**src/rtl/load_data_decoder.sv**
```systemverilog
// Load-side data decoder: tracks load attributes across the memory read latency,
// then extracts and zero/sign-extends the addressed byte or halfword of mem_rdata.
module load_data_decoder #(
    parameter int unsigned MEM_LATENCY = 1,
    parameter int unsigned RD_W        = 5
) (
    input  logic            clk,
    input  logic            rst,
    input  logic            req_valid,
    input  logic [1:0]      req_offset,
    input  logic [1:0]      req_size,
    input  logic            req_signed,
    input  logic [RD_W-1:0] req_rd,
    input  logic            flush,
    input  logic [31:0]     mem_rdata,
    output logic            out_valid,
    output logic [31:0]     out_data,
    output logic [RD_W-1:0] out_rd,
    output logic            out_err
);

    // Stage 0 captures the request; the final stage lines up with the returning mem_rdata.
    localparam int unsigned DEPTH = MEM_LATENCY + 1;
    localparam int unsigned LAST  = DEPTH - 1;

    typedef enum logic [1:0] {
        SZ_WORD = 2'd0,
        SZ_HALF = 2'd1,
        SZ_BYTE = 2'd2,
        SZ_RSVD = 2'd3
    } size_e;

    logic [DEPTH-1:0] vld_q, vld_d;
    logic [DEPTH-1:0] sgn_q, sgn_d;
    logic [1:0]       off_q  [DEPTH];
    logic [1:0]       off_d  [DEPTH];
    size_e            size_q [DEPTH];
    size_e            size_d [DEPTH];
    logic [RD_W-1:0]  rd_q   [DEPTH];
    logic [RD_W-1:0]  rd_d   [DEPTH];

    logic             out_valid_q, out_valid_d;
    logic [31:0]      out_data_q, out_data_d;
    logic [RD_W-1:0]  out_rd_q, out_rd_d;
    logic             out_err_q, out_err_d;

    logic [7:0]       byte_c;
    logic [15:0]      half_c;
    logic [31:0]      ext_c;
    logic             mis_c;

    // Attribute shift register; flush kills every stage plus the incoming request.
    always_comb begin
        vld_d     = '0;
        sgn_d     = {sgn_q[DEPTH-2:0], req_signed};
        off_d[0]  = req_offset;
        size_d[0] = size_e'(req_size);
        rd_d[0]   = req_rd;
        for (int unsigned i = 1; i < DEPTH; i++) begin
            off_d[i]  = off_q[i-1];
            size_d[i] = size_q[i-1];
            rd_d[i]   = rd_q[i-1];
        end
        if (!flush) begin
            vld_d = {vld_q[DEPTH-2:0], req_valid};
        end
    end

    // Big-endian lane select and extension for the request in the final stage.
    always_comb begin
        byte_c = mem_rdata[7:0];
        case (off_q[LAST])
            2'd0:    byte_c = mem_rdata[31:24];
            2'd1:    byte_c = mem_rdata[23:16];
            2'd2:    byte_c = mem_rdata[15:8];
            default: byte_c = mem_rdata[7:0];
        endcase
        half_c = off_q[LAST][1] ? mem_rdata[15:0] : mem_rdata[31:16];

        mis_c = 1'b0;
        ext_c = mem_rdata;
        case (size_q[LAST])
            SZ_WORD: begin
                mis_c = (off_q[LAST] != 2'd0);
                ext_c = mem_rdata;
            end
            SZ_HALF: begin
                mis_c = off_q[LAST][0];
                ext_c = {{16{sgn_q[LAST] & half_c[15]}}, half_c};
            end
            SZ_BYTE: begin
                ext_c = {{24{sgn_q[LAST] & byte_c[7]}}, byte_c};
            end
            default: begin
                mis_c = 1'b1;
            end
        endcase
        if (mis_c) begin
            ext_c = '0;
        end
    end

    // Result register; data and tag hold between results.
    always_comb begin
        out_valid_d = 1'b0;
        out_err_d   = 1'b0;
        out_data_d  = out_data_q;
        out_rd_d    = out_rd_q;
        if (vld_q[LAST] && !flush) begin
            out_valid_d = 1'b1;
            out_err_d   = mis_c;
            out_data_d  = ext_c;
            out_rd_d    = rd_q[LAST];
        end
    end

    always_ff @(posedge clk or posedge rst) begin
        if (rst) begin
            vld_q       <= '0;
            sgn_q       <= '0;
            for (int unsigned i = 0; i < DEPTH; i++) begin
                off_q[i]  <= 2'd0;
                size_q[i] <= SZ_WORD;
                rd_q[i]   <= '0;
            end
            out_valid_q <= 1'b0;
            out_data_q  <= '0;
            out_rd_q    <= '0;
            out_err_q   <= 1'b0;
        end else begin
            vld_q       <= vld_d;
            sgn_q       <= sgn_d;
            for (int unsigned i = 0; i < DEPTH; i++) begin
                off_q[i]  <= off_d[i];
                size_q[i] <= size_d[i];
                rd_q[i]   <= rd_d[i];
            end
            out_valid_q <= out_valid_d;
            out_data_q  <= out_data_d;
            out_rd_q    <= out_rd_d;
            out_err_q   <= out_err_d;
        end
    end

    assign out_valid = out_valid_q;
    assign out_data  = out_data_q;
    assign out_rd    = out_rd_q;
    assign out_err   = out_err_q;

endmodule

```
**config.mk**
```make
export PLATFORM = sky130hd
export DESIGN_NAME = load_data_decoder
export DESIGN_NICKNAME = d
export VERILOG_FILES = /design/src/rtl/load_data_decoder.sv
export SDC_FILE = /design/constraint.sdc
export NUM_CORES = 1
export LEC_CHECK = 0
export ABC_AREA = 1
export CAP_MARGIN = 20
export CORE_UTILIZATION = 40
export DETAILED_ROUTE_END_ITERATION = 8
export MAX_ROUTING_LAYER = met4
export PLACE_DENSITY = 0.83
export SYNTH_ARGS = -nofsm -noshare
export SYNTH_HDL_FRONTEND = slang
export SYNTH_SLANG_ARGS = --single-unit
```
**constraint.sdc**
```tcl
create_clock -name clk -period 1.9 [get_ports clk]
set_input_delay 0.285 -clock clk [delete_from_list [all_inputs] [get_ports clk]]
set_output_delay 0.285 -clock clk [all_outputs]
set_load 0.05 [all_outputs]
```
==> results of run 1 <==
==> sequential cells by signal (all words and copies together) (netlist names) <==
signal     cells
sgn_q          2
out_valid      1
size_q         2
off_q          2
rd_d           5
out_err        1
out_rd         5
off_d          2
vld_q          2
rd_q           5
out_data      32
size_d         2
==> cell usage after synthesis <==
cell type | number | share of area [%]
a21oi_1 | 15 | 2.5
nand2_4 | 2 | 0.75
buf_4 | 1 | 0.25
o21ai_1 | 1 | 0.17
nand2_1 | 191 | 24
nand3_4 | 1 | 0.58
clkbuf_1 | 9 | 1.1
ha_1 | 4 | 1.7
dfrtp_1 | 61 | 51
buf_6 | 2 | 0.75
inv_2 | 1 | 0.12
nand3_2 | 1 | 0.33
nor2_4 | 1 | 0.37
nand4_1 | 1 | 0.21
nor2_2 | 2 | 0.42
nor2_1 | 81 | 10
o21ai_2 | 1 | 0.29
a31oi_1 | 1 | 0.21
o21ai_0 | 9 | 1.5
buf_1 | 3 | 0.37
nand3_1 | 8 | 1.3
inv_1 | 11 | 1.4
buf_2 | 5 | 0.83
==> report_power, final <==
group	switching (W)	leakage, nW	internal, W	total [W]
Combinational	0.000872	1.26	0.000463	0.00134
Sequential	0.000106	0.772	0.00146	0.00157
Clock	0.000530	0.127	0.000907	0.00144
Total	0.00151	2.16	0.00283	0.00434
==> per-layer routing <==
| metal | wire length, µm | GRT usage, % |
|---|---|---|
| met5 | 0 | - |
| met4 | 89 | 6.89 |
| met3 | 410 | 5.60 |
| met2 | 4080 | 36.4 |
| met1 | 3790 | 29.9 |
==> cells by family (layout without fill, tap and decap cells) <==
kind of cell,count (synthesis),count (layout),share of synthesized area [%]
simple gates,288,288,38.0
fa+ha+maj,4,4,1.67
compound gates,27,27,4.67
flops,61,61,50.8
buf+inv,32,123,4.83
==> per-stage QoR <==
stage	total power (W)	util (%)
floorplan	0.00241	-
global placement	0.00291	54.6
detailed placement	0.00292	54.6
CTS	0.00437	58.0
global route	0.00454	58.0
finish	0.00434	58.0
==> layout make-up <==
| class | count | area, µm² | share of cell area (%) |
|---|---|---|---|
| Clock buffer | 10 | 138 | 3.27 |
| Clock inverter | 6 | 109 | 2.59 |
| Inverter | 12 | 45.0 | 1.07 |
| Multi-Input combinational cell | 319 | 1330 | 31.6 |
| Sequential cell | 61 | 1530 | 36.3 |
| Tap cell | 99 | 124 | 2.94 |
| Timing Repair Buffer | 95 | 936 | 22.2 |
==> worst max-delay path by stage <==
stage / startpoint / to / slack (ns) / cells after the start
6_report: out_data[11] / out_data[11] / 0.06 / 1
5_1_grt: out_data[11] / out_data[11] / 0.02 / 1
3_5_place_dp: flush / out_data[23] / 0.11 / 7
3_3_place_gp: flush / out_data[13] / 0.18 / 7
4_1_cts: out_data[11] / out_data[11] / 0.05 / 1
2_1_floorplan: rst / off_d[0] / 0.10 / 1
==> results.toml, run 1 <==
[run_status]
status = "finished, final reports clean"

[power]
vdd_drop_max_mv = 0.560
p_leak_nw = 2.16
powerDensity_nw_per_um2 = 1030

[finish]
mostFrequentLayoutCell = "nand2_1"
drive_gt1_share_pct = 7.36
mostFrequentLayoutCells = "nand2_1 (191), clkdlybuf4s50_1 (84), nor2_1 (81), dfrtp_1 (61), a21oi_1 (15)"
syn_to_final_growth_pct = 40.2
instances_no_fill = 602
fillers = 663
design_area_um2 = 4210
antenna_cells = 0
num-nets-final = 548

[critical_path]
arrival_ns = 1.55
cp_max_fo = 2
cp_cell_sequence = "clkdlybuf4s50_1"
crit_buf_inv = 1
path_class = "flip-flop to primary output"
r2r_end = "out_data[18]"
cpPeakStageDelay_ns = 0.84
crit_slowest_cell = "clkdlybuf4s50_1"
crit_required_ns = 1.62
path_delay_family = "buffers and inverters"
crit_path_start_kind = "flip-flop"
worstReg2RegStart = "off_q[1]"
worstSetupEndpointType = "primary output"
ff2ff_setup_slack_ns = 0.22
reg2regPathDepth = 7

[floorplanning]
die_x_um = 88.6
core_area_um2 = 7250
die_area_um2 = 7860
num_rows = 31
die_y_um = 88.6
io-pin-count = 85
floorplan.initialDensity_pct = 41.4

[placement]
detailed_place_hpwl_um = 5770
dpl.cell_count = 586
port-buffer-count = 84
dp_slack_ns = 0.111
gp_congestion = 0.936
dpl-instance-area_um2 = 3960

[global_routing]
grt_overflow = 0
grt_pass1_vias = 2754
grt_usage_pct = 23.2
grt_pass1_wl_um = 13000
antenna_found_initial = 0
grt_max_degree = 62

[clock_tree]
post_cts_buffers = 0
htreeDepth = 3
hold_buffers = 0
cts_root_buffer = "clkbuf_8"
clk_latency_ns = 0.35
clkSinkCount = 61
cts_buffers = 9
clockBufferDepth = 2
clkTransAtPathRegs_ns = 0.07
ctsResizeCount = 0
cts_tree = "done"

[timing]
rsz0062_at_grt = "false"
holdWs_ns = 0.324
fin_skew_ns = 0.00719
max_freq_mhz = 543
slew_viol_final = 0
min_period_ns = 1.84
finalHoldViolCount = 0
final.setup.worst_slack_ns = 0.0600
tns_ns = 0
setup_viol = 0
slew-limit-headroom_pct = 61.2
tightest_slew_ns = 0.583
fin_crit_sh_pct = 96.8

[drt]
drt-initial-drc-count = 188
drtPass1Iterations = 5
num_vias = 2831
routed_wl_um = 8370
drc_errors = 0
drtAntennaViolNets = 0
via_per_inst = 4.70
wl_per_cell_um = 13.9

[worst_hold_path]
min_path_type = "primary input to asynchronous set/reset pin"

[logic_synthesis]
yosys_register_bits = 61
syn-num-nets = 462
syn_inst = 412
yosys_warnings = 0
yosys.cell_types.count = 23
ys_seq_area_share_pct = 50.8
syn_avg_cell_area_um2 = 7.29
netlist_area_um2 = 3000

[run]
maxCapViolCount = 0
Power figures use the tool's default switching activity.
==> run 2, diff against run 1 <==
- CORE_ASPECT_RATIO: not set -> 1.2
==> run 2 against run 1 <==
Effect of this change:
- first-iteration DRC count increased by 88%
- setup slack got worse by 0.0017 ns
- non-clock buffer count increased by 2
- register-to-register slack improved by 0.05 ns
- hold slack got worse by 0.097 ns
- largest power group unchanged
- clock power decreased by 19%
- cell count decreased by 1.2%
- critical endpoint is now out_data[27]
==> results.toml, run 2 (synthesis gave the netlist of run 1 again) <==
[floorplanning]
die_area_um2 = 7860
floorplan.initialDensity_pct = 41.3
io-pin-count = 85
core_area_um2 = 7270
die_x_um = 81.1
die_y_um = 96.9
num_rows = 34

[finish]
drive_gt1_share_pct = 7.72
num-nets-final = 550
fillers = 669
mostFrequentLayoutCell = "nand2_1"
antenna_cells = 0
mostFrequentLayoutCells = "nand2_1 (191), clkdlybuf4s50_1 (84), nor2_1 (81), dfrtp_1 (61), a21oi_1 (15)"
syn_to_final_growth_pct = 39.5
design_area_um2 = 4190
largest_reg_flops = 32

[timing]
slew_viol_final = 0
holdWs_ns = 0.227
tns_ns = 0
fin_skew_ns = 0.0111
finalHoldViolCount = 0
slew-limit-headroom_pct = 63.8
tightest_slew_ns = 0.543
min_period_ns = 1.84
setup_viol = 0
final.setup.worst_slack_ns = 0.0583
rsz0062_at_grt = "false"
fin_crit_sh_pct = 96.9
max_freq_mhz = 543

[placement]
detailed_place_hpwl_um = 5880
port-buffer-count = 84
gp_congestion = 0.926
dpl-instance-area_um2 = 3990
dp_slack_ns = 0.277

[power]
vdd_drop_max_mv = 0.759
total_power_w = 0.00407
powerDensity_nw_per_um2 = 971
p_leak_nw = 2.15

[clock_tree]
clkSinkCount = 61
cts_root_buffer = "clkbuf_8"
htreeDepth = 3
hold_buffers = 0
cts_tree = "done"
post_cts_buffers = 0
ctsResizeCount = 0
cts_buffers = 9
clk_latency_ns = 0.35
clkTransAtPathRegs_ns = 0.08
clockBufferDepth = 2

[global_routing]
grt_overflow = 0
grt_max_degree = 39
antenna_found_initial = 0
grt_pass1_wl_um = 13600
grt_pass1_vias = 2950
grt_usage_pct = 23.6

[run]
maxCapViolCount = 0

[critical_path]
cp_max_fo = 2
worstReg2RegStart = "off_q[0]"
crit_slowest_cell = "clkdlybuf4s50_1"
startpoint = "out_data[27]"
crit_path_start_kind = "flip-flop"
arrival_ns = 1.56
worstSetupEndpointType = "primary output"
path_class = "flip-flop to primary output"
crit_buf_inv = 1
cp_cell_sequence = "clkdlybuf4s50_1"
path_delay_family = "buffers and inverters"
cpPeakStageDelay_ns = 0.82
crit_required_ns = 1.62

[drt]
drtAntennaViolNets = 0
wl_met1_um = 3390
wl_per_cell_um = 13.7
num_vias = 2951
wl_met3_um = 545
via_per_inst = 4.96
routed_wl_um = 8180
routed-wl-met2_um = 3940
top_layer = "met4"
drc_errors = 0
drt-initial-drc-count = 353
drtPass1Iterations = 6

[run_status]
status = "finished, final reports clean"

[worst_hold_path]
min_path_type = "primary input to asynchronous set/reset pin"
[run 2: cell types whose count changed in the layout (fill, tap and decap cells not counted), sizes merged]
cell	previous run	this run
buf	11	13
bufinv	3	1
clkbuf	10	9
clkinv	2	4
clkinvlp	0	1
[run 2: stage by stage]
step                std cells  util, %
global placement          579     54.9
detailed placement        579     54.9
CTS                       595     57.6
finish                    595     57.6
floorplan                 412        -
global route              595     57.6
[run 2: routing by layer]
| layer | GRT usage [%] | vias up |
|---|---|---|
| li1 | - | 1433 |
| met1 | 28.0 | 1354 |
| met2 | 36.9 | 132 |
| met3 | 5.09 | 32 |
| met4 | 12.6 | 0 |
| met5 | - | - |
[run 2: worst paths after layout]
check	slack, ns	to	depth (start not counted)
max	0.06	out_data[27]	1
min	0.23	out_rd[3]	2
max reg2reg	0.27	out_data[17]	7
min reg2reg	0.35	sgn_q[1]	0
max in group asynchronous	1.21	out_data[3]	3
min in group clk	0.35	sgn_q[1]	0
[run 2: where the power goes]
group	switching (W)	total, W	internal (W)
clock	0.000550	0.00116	0.000609
sequential	0.000103	0.00157	0.00146
combinational	0.000873	0.00134	0.000469
[run 2: cell type report]
cell class | count | area (µm²) | area share [%]
clock buffers | 9 | 124 | 2.96
clock inverters | 7 | 73.8 | 1.76
inverters | 12 | 45.0 | 1.08
multi-input cells | 319 | 1330 | 31.8
flip-flops and latches | 61 | 1530 | 36.4
well taps | 90 | 113 | 2.69
repair buffers | 97 | 976 | 23.3
